`src/rtl/core_sequencer_if.sv`:
```
// Memory bus between the sequencer and instruction/data memory.
// Request and qualifiers flow out; completion flows back.
interface core_sequencer_if #(
  parameter int WORD_SIZE = 32
);
  logic                 mem_req;
  logic                 mem_we;
  logic [WORD_SIZE-1:0] mem_addr;
  logic                 mem_ack;

  modport master (
    output mem_req,
    output mem_we,
    output mem_addr,
    input  mem_ack
  );

  modport slave (
    input  mem_req,
    input  mem_we,
    input  mem_addr,
    output mem_ack
  );
endinterface

```
`src/rtl/core_sequencer.sv`:
```
// Multi-cycle core control FSM: fetch, decode, execute, memory/MMIO
// access and writeback, with wait timeouts and absorbing fault states.
module core_sequencer #(
  parameter int                   WORD_SIZE = 32,
  parameter int                   NUM_MMIO  = 2,
  parameter logic [WORD_SIZE-1:0] MMIO_BASE = 32'h00070000,
  parameter logic [WORD_SIZE-1:0] MMIO_SPAN = 32'h00002000,
  parameter int                   TIMEOUT   = 15
) (
  input  logic                 clk,
  input  logic                 rst,
  input  logic                 start,
  input  logic                 step_mode,
  input  logic                 decode_error,
  input  logic                 halt_instr,
  input  logic                 is_load,
  input  logic                 is_store,
  input  logic                 rd_valid,
  input  logic                 take_target,
  input  logic [WORD_SIZE-1:0] target_pc,
  input  logic [WORD_SIZE-1:0] alu_addr,
  input  logic [1:0]           access_size,
  core_sequencer_if.master     mem,
  output logic [3:0]           state,
  output logic [WORD_SIZE-1:0] pc,
  output logic                 ir_load,
  output logic                 alu_latch,
  output logic                 reg_we,
  output logic [NUM_MMIO-1:0]  mmio_sel,
  output logic                 mmio_we,
  output logic [31:0]          instr_count,
  output logic                 fault
);

  typedef enum logic [3:0] {
    S_IDLE   = 4'd0,
    S_FETCH  = 4'd1,
    S_WFETCH = 4'd2,
    S_DECODE = 4'd3,
    S_EXEC   = 4'd4,
    S_MEM    = 4'd5,
    S_WMEM   = 4'd6,
    S_WB     = 4'd7,
    S_HALT   = 4'd9,
    S_TERR   = 4'd12,
    S_MERR   = 4'd13,
    S_DERR   = 4'd14,
    S_FERR   = 4'd15
  } state_t;

  localparam int XW = WORD_SIZE + 4;

  state_t               r_state;
  state_t               w_next;
  logic [WORD_SIZE-1:0] r_pc;
  logic [WORD_SIZE-1:0] r_addr;
  logic                 r_we;
  logic [NUM_MMIO-1:0]  r_sel;
  logic [7:0]           r_cnt;
  logic [31:0]          r_icnt;
  logic [NUM_MMIO-1:0]  w_sel;
  logic                 w_hit;
  logic                 w_misal;
  logic                 w_tmo;
  logic [XW-1:0]        w_xaddr;

  // Widened compare so the last window end cannot wrap past zero
  function automatic logic [XW-1:0] win_lo(input int k);
    return XW'(MMIO_BASE) + XW'(k) * XW'(MMIO_SPAN);
  endfunction

  assign w_xaddr = {4'b0, alu_addr};

  always_comb begin
    w_sel = '0;
    for (int k = 0; k < NUM_MMIO; k++) begin
      if (w_xaddr >= win_lo(k) && w_xaddr < win_lo(k + 1))
        w_sel[k] = 1'b1;
    end
  end

  assign w_hit = |w_sel;

  always_comb begin
    unique case (access_size)
      2'd0:    w_misal = 1'b1;
      2'd1:    w_misal = 1'b0;
      2'd2:    w_misal = alu_addr[0];
      default: w_misal = |alu_addr[1:0];
    endcase
  end

  assign w_tmo = (r_cnt + 8'd1) == 8'(TIMEOUT);

  always_ff @(posedge clk) begin
    if (rst) r_state <= S_IDLE;
    else     r_state <= w_next;
  end

  always_comb begin
    w_next    = r_state;
    mem.mem_req = 1'b0;
    ir_load   = 1'b0;
    alu_latch = 1'b0;
    reg_we    = 1'b0;
    mmio_we   = 1'b0;
    case (r_state)
      S_IDLE:   if (start) w_next = S_FETCH;
      S_FETCH:  w_next = S_WFETCH;
      S_WFETCH: begin
        mem.mem_req = 1'b1;
        if (mem.mem_ack) begin
          ir_load = 1'b1;
          w_next  = S_DECODE;
        end else if (w_tmo) begin
          w_next = S_TERR;
        end
      end
      S_DECODE: w_next = S_EXEC;
      S_EXEC: begin
        alu_latch = 1'b1;
        if (halt_instr)              w_next = S_HALT;
        else if (decode_error)       w_next = S_DERR;
        else if (is_load | is_store) w_next = S_MEM;
        else                         w_next = S_WB;
      end
      S_MEM: begin
        if (w_misal)    w_next = S_MERR;
        else if (w_hit) w_next = S_WB;
        else            w_next = S_WMEM;
      end
      S_WMEM: begin
        mem.mem_req = 1'b1;
        if (mem.mem_ack) w_next = S_WB;
        else if (w_tmo)  w_next = S_TERR;
      end
      S_WB: begin
        reg_we  = rd_valid & ~is_store;
        mmio_we = is_store & (|r_sel);
        w_next  = step_mode ? S_IDLE : S_FETCH;
      end
      S_HALT, S_TERR, S_MERR, S_DERR, S_FERR: w_next = r_state;
      default: w_next = S_FERR;
    endcase
  end

  always_ff @(posedge clk) begin
    if (rst) begin
      r_pc   <= '0;
      r_addr <= '0;
      r_we   <= 1'b0;
      r_sel  <= '0;
      r_cnt  <= '0;
      r_icnt <= '0;
    end else begin
      case (r_state)
        S_FETCH: begin
          r_addr <= r_pc;
          r_we   <= 1'b0;
          r_cnt  <= '0;
        end
        S_WFETCH, S_WMEM: begin
          if (!mem.mem_ack) r_cnt <= r_cnt + 8'd1;
        end
        S_MEM: begin
          if (!w_misal) begin
            if (w_hit) begin
              r_sel <= w_sel;
            end else begin
              r_addr <= alu_addr;
              r_we   <= is_store;
              r_cnt  <= '0;
            end
          end
        end
        S_WB: begin
          r_pc   <= take_target ? target_pc : r_pc + WORD_SIZE'(4);
          r_icnt <= r_icnt + 32'd1;
          r_sel  <= '0;
          r_we   <= 1'b0;
        end
        default: ;
      endcase
    end
  end

  assign state        = r_state;
  assign pc           = r_pc;
  assign mem.mem_addr = r_addr;
  assign mem.mem_we   = r_we;
  assign mmio_sel     = r_sel;
  assign instr_count  = r_icnt;
  assign fault        = r_state inside {S_TERR, S_MERR, S_DERR, S_FERR};

endmodule

```
`src/flat_wrapper.sv`:
```
// flat-port wrapper written by rule: the top's interface ports become plain ports
module core_sequencer_flat 
#(
  parameter int                   WORD_SIZE = 32,
  parameter int                   NUM_MMIO  = 2,
  parameter logic [WORD_SIZE-1:0] MMIO_BASE = 32'h00070000,
  parameter logic [WORD_SIZE-1:0] MMIO_SPAN = 32'h00002000,
  parameter int                   TIMEOUT   = 15
)
  (clk, rst, start, step_mode, decode_error, halt_instr, is_load, is_store, rd_valid, take_target, target_pc, alu_addr, access_size, state, pc, ir_load, alu_latch, reg_we, mmio_sel, mmio_we, instr_count, fault, mem_mem_req, mem_mem_we, mem_mem_addr, mem_mem_ack);
  core_sequencer_if #(.WORD_SIZE(WORD_SIZE)) mem_i ();
  input  logic clk;
  input  logic rst;
  input  logic start;
  input  logic step_mode;
  input  logic decode_error;
  input  logic halt_instr;
  input  logic is_load;
  input  logic is_store;
  input  logic rd_valid;
  input  logic take_target;
  input  logic [WORD_SIZE-1:0] target_pc;
  input  logic [WORD_SIZE-1:0] alu_addr;
  input  logic [1:0] access_size;
  output logic [3:0] state;
  output logic [WORD_SIZE-1:0] pc;
  output logic ir_load;
  output logic alu_latch;
  output logic reg_we;
  output logic [NUM_MMIO-1:0] mmio_sel;
  output logic mmio_we;
  output logic [31:0] instr_count;
  output logic fault;
  output wire logic [$bits(mem_i.mem_req)-1:0] mem_mem_req;
  output wire logic [$bits(mem_i.mem_we)-1:0] mem_mem_we;
  output wire logic [$bits(mem_i.mem_addr)-1:0] mem_mem_addr;
  input wire logic [$bits(mem_i.mem_ack)-1:0] mem_mem_ack;
  assign mem_mem_req = mem_i.mem_req;
  assign mem_mem_we = mem_i.mem_we;
  assign mem_mem_addr = mem_i.mem_addr;
  assign mem_i.mem_ack = mem_mem_ack;
  core_sequencer #(.WORD_SIZE(WORD_SIZE), .NUM_MMIO(NUM_MMIO), .MMIO_BASE(MMIO_BASE), .MMIO_SPAN(MMIO_SPAN), .TIMEOUT(TIMEOUT)) u_core (.clk(clk), .rst(rst), .start(start), .step_mode(step_mode), .decode_error(decode_error), .halt_instr(halt_instr), .is_load(is_load), .is_store(is_store), .rd_valid(rd_valid), .take_target(take_target), .target_pc(target_pc), .alu_addr(alu_addr), .access_size(access_size), .mem(mem_i), .state(state), .pc(pc), .ir_load(ir_load), .alu_latch(alu_latch), .reg_we(reg_we), .mmio_sel(mmio_sel), .mmio_we(mmio_we), .instr_count(instr_count), .fault(fault));
endmodule
```
`config.mk`:
```
export PLATFORM = sky130hd
export DESIGN_NAME = core_sequencer_flat
export DESIGN_NICKNAME = d
export VERILOG_FILES = /design/src/rtl/core_sequencer_if.sv /design/src/rtl/core_sequencer.sv /design/src/flat_wrapper.sv
export SDC_FILE = /design/constraint.sdc
export NUM_CORES = 1
export LEC_CHECK = 0
export ABC_AREA = 1
export CORE_MARGIN = 2
export CORE_UTILIZATION = 40
export CTS_BUF_LIST = sky130_fd_sc_hd__clkbuf_16
export DETAILED_ROUTE_END_ITERATION = 10
export PLACE_DENSITY_LB_ADDON = 0.12
export SLEW_MARGIN = 20
export SYNTH_ARGS = -nofsm -noshare
export SYNTH_HDL_FRONTEND = slang
export SYNTH_SLANG_ARGS = --single-unit
export TNS_END_PERCENT = 5
```
`constraint.sdc`:
```
create_clock -name clk -period 1.7 [get_ports clk]
set_clock_uncertainty 0.1 [all_clocks]
set_input_delay 0.34 -clock clk [delete_from_list [all_inputs] [get_ports clk]]
set_output_delay 0.34 -clock clk [all_outputs]
set_load 0.1 [all_outputs]
```
==> impl_metrics.json, run 1 <==
{
  "outcome": "finished, violations left",
  "failing_checks": "negative setup slack",
  "worstPathArrival_ns": 2.02,
  "synth.net_count": 1144,
  "warnings_from_yosys": 0,
  "antenna_cells_inserted": 0,
  "syn-mean-instance-area_um2": 6.43,
  "timing.final.crit_period_ns": 1.84,
  "synthesized_instance_count": 1063,
  "grt_antenna_before_repair": 0,
  "grt_start_max_net_pins": 36,
  "grt_setup_unrepaired": "true",
  "placed_area_um2": 11100,
  "place.detailed.hpwl_mm": 19.2,
  "endpoint_kind": "register",
  "power_leakage_nw": 4.73,
  "die_x_um": 135,
  "ir_drop_uv": 1000,
  "critical_path_required_ns": 1.88,
  "slew_viol_final": 0,
  "die_height_um": 135,
  "remaining_drc_errors": 0,
  "grt_pass1_wl_mm": 40.1,
  "critPathMaxStageDelay_ns": 0.39,
  "worst_setup_hold_path_clk_slew_ns": 0.08,
  "final_core_utilization_pct": 72.1,
  "critPathLaunchType": "register",
  "global_route.overflow_total": 0,
  "cp_num_buf_inv": 5,
  "gp_routability_congestion": 0.916,
  "timing.slew.headroom_pct": 70.7,
  "synth.yosys.seq_area_share_pct": 32.5,
  "clock-sinks": 111,
  "rows": 47,
  "layout-area-overhead-vs-synth_pct": 75.7,
  "critical_path_peak_fanout": 8,
  "cts-root-to-sink-buffers": 2,
  "cp_common_cell": "sky130_fd_sc_hd__buf_12",
  "drt-initial-drc-count": 572,
  "power.density_cell_area_nw_per_um2": 813,
  "slowest_stage": "sky130_fd_sc_hd__dfxtp_4",
  "ys_types": 48,
  "floorplan.initialDensity_pct": 41.0,
  "finalHoldViolCount": 0,
  "first_global_vias": 8031,
  "final_min_period_over_clock_period_pct": 108,
  "ioPinCount": 186,
  "port_buffers": 185,
  "cap_viol_max_count": 0,
  "global_route.usage.total_pct": 27.7,
  "nets": 1467,
  "drive_gt1_share_pct": 31.9,
  "routed_via_density": 5.29,
  "worst_slew_pin_slew_ns": 0.440,
  "min_path_cells": 3,
  "core_region_area_um2": 16600,
  "worst_r2r_path_depth": 11,
  "post_synth_instance_area_um2": 6830,
  "synth.ff_latch_count": 111,
  "finalInstanceArea_um2": 12000,
  "clock-root-buffer": "sky130_fd_sc_hd__clkbuf_16",
  "setup_viol": 47,
  "cp_top_family": "buffers and inverters",
  "route.final.wire_length_mm": 26.1,
  "clock_tree_from_tritoncts": "yes",
  "drt_pass_1_iters": 9,
  "critical_path_cell_count": 11,
  "worst-setup-path-type": "reg2reg",
  "die_area_um2": 18100,
  "setup_ws_ns": -0.142,
  "cts.htree.levels": 3,
  "numCtsBuffers": 9,
  "fmaxAchievable_mhz": 543,
  "clkLatencyLatePin_ns": 0.36,
  "antenna_left": 0,
  "critical_path.cell_chain": "inv_2, nor2_4, inv_4, nor2_8, o21ai_4, buf_12, nand3_4, buf_6, buf_12, nand2_1, a21oi_2",
  "vias": 8518,
  "wire_per_inst_um": 16.2,
  "timing.hold.worst.class": "in2reg"
}
tightest hold or removal path, stage by stage:
cell,delay (ns)
sky130_fd_sc_hd__buf_2,0.15
sky130_fd_sc_hd__buf_4,0.20
sky130_fd_sc_hd__nor2_1,0.06
cell families (layout without fill, tap and decap cells):
family	count (synthesis)	after routing	share of synthesized area, %
AND/OR/NAND/NOR	604	604	40.2
XOR/XNOR	18	18	2.31
adder cells (fa/ha/maj)	4	4	0.733
flip-flops	111	111	32.5
buffers and inverters	146	474	9.62
AO/OA/AOI/OAI	180	180	14.6
metrics by stage:
step                      hold slack, ns  instances  setup TNS (ns)  total power [mW]  worst slack (ns)
after global placement             0.376       1561          -18.89              6.89            -0.458
after CTS                          0.324       1600           -1.93              9.60            -0.119
final                              0.319       1611           -2.40              9.76            -0.142
after floorplan                    0.375       1063          -14.23              5.48            -0.343
after global routing               0.342       1611           -8.19              10.2            -0.213
after detailed placement           0.380       1561          -23.55              6.94            -0.550
report_power, final:
part	internal, mW	total (mW)	leakage, nW	switching (mW)
Clock	1.16	2.25	0.144	1.09
Sequential	2.82	3.06	0.925	0.240
Combinational	1.86	4.45	3.66	2.60
cell usage in the layout (no fill, tap or decap), types with 8 or more instances in the layout:
master / n
sky130_fd_sc_hd__nand2_1: 298
sky130_fd_sc_hd__buf_4: 147
sky130_fd_sc_hd__buf_12: 122
sky130_fd_sc_hd__nor2_1: 104
sky130_fd_sc_hd__inv_1: 91
sky130_fd_sc_hd__a21oi_1: 74
sky130_fd_sc_hd__nand4_1: 57
sky130_fd_sc_hd__dfxtp_1: 56
sky130_fd_sc_hd__nand3_1: 54
sky130_fd_sc_hd__clkdlybuf4s50_1: 51
sky130_fd_sc_hd__dfxtp_2: 50
sky130_fd_sc_hd__o21ai_0: 46
sky130_fd_sc_hd__dlygate4sd2_1: 21
sky130_fd_sc_hd__nor3_1: 17
sky130_fd_sc_hd__xor2_1: 14
sky130_fd_sc_hd__nor2_4: 13
sky130_fd_sc_hd__o21ai_1: 12
sky130_fd_sc_hd__o21a_1: 12
sky130_fd_sc_hd__clkbuf_16: 10
sky130_fd_sc_hd__nand2_2: 9
sky130_fd_sc_hd__a21oi_2: 9
sky130_fd_sc_hd__nor2_2: 8
sky130_fd_sc_hd__nor3_2: 8
sky130_fd_sc_hd__buf_6: 8
routing by layer:
metal  GRT usage, %  routed length (um)
met1           33.0               10200
met2           48.5               12800
met5              0                   0
met3           5.71                2100
met4           11.3                1010
final timing paths:
path,startpoint,to,slack (ns)
worst max register to register,u_core.state[0]$_SDFFE_PP0P_,u_core.mem.mem_addr[13]$_SDFFE_PP0P_,-0.14
worst min-delay path,rst,u_core.instr_count[19]$_SDFFE_PP0P_,0.32
worst max-delay path,u_core.state[0]$_SDFFE_PP0P_,u_core.mem.mem_addr[13]$_SDFFE_PP0P_,-0.14
worst min register to register,u_core.instr_count[6]$_SDFFE_PP0P_,u_core.instr_count[6]$_SDFFE_PP0P_,0.40
cell type report:
class / count / area (um2)
well taps: 220 / 275
inverters: 101 / 400
multi-input cells: 806 / 4250
clock inverters: 7 / 78.8
flip-flops and latches: 111 / 2300
fillers: 1337 / 4640
clock buffers: 9 / 225
repair buffers: 357 / 4470
sequential cells by signal, indices dropped and copies added, names as in the netlist:
register             cells
u_core.mmio_sel          2
u_core.r_cnt             8
u_core.pc               32
u_core.mem.mem_addr     32
u_core.instr_count      32
u_core.state             4
u_core.mem.mem_we        1
synth_stat cells (all sizes together):
cell type / count / area [um2]
nand2: 313 / 1210
nor2: 126 / 544
dfxtp: 111 / 2220
inv: 100 / 378
a21oi: 83 / 415
o21ai: 63 / 330
nand3: 62 / 323
nand4: 57 / 357
nor3: 32 / 193
buf: 28 / 211
clkbuf: 17 / 63.8
xor2: 14 / 123
o21a: 12 / 90.1
a31oi: 7 / 43.8
o211ai: 5 / 37.5
or2: 5 / 31.3
ha: 4 / 50.1
nand3b: 4 / 42.5
o21bai: 4 / 30.0
xnor2: 4 / 35.0
nor3b: 3 / 32.5
a211oi: 2 / 15.0
nor4: 2 / 12.5
a21boi: 1 / 7.51
a32oi: 1 / 8.76
clkinv: 1 / 3.75
o311ai: 1 / 8.76
o31ai: 1 / 7.51
what timing repair did:
action	CTS	global route
endpoints found under the setup margin	59	102
hold buffers	0	0
gates cloned	2	1
resized for setup	55	57
pin swaps	30	29
buffers inserted	21	10
endpoints found under the hold margin	0	0
Note: power is estimated with default switching activity, not from simulation.
==> run 2: changes to the inputs <==
CTS_CLUSTER_DIAMETER = 60   (was default)
==> results of run 2 <==
The final DEF is identical to that of run 1; final timing and power are the same.
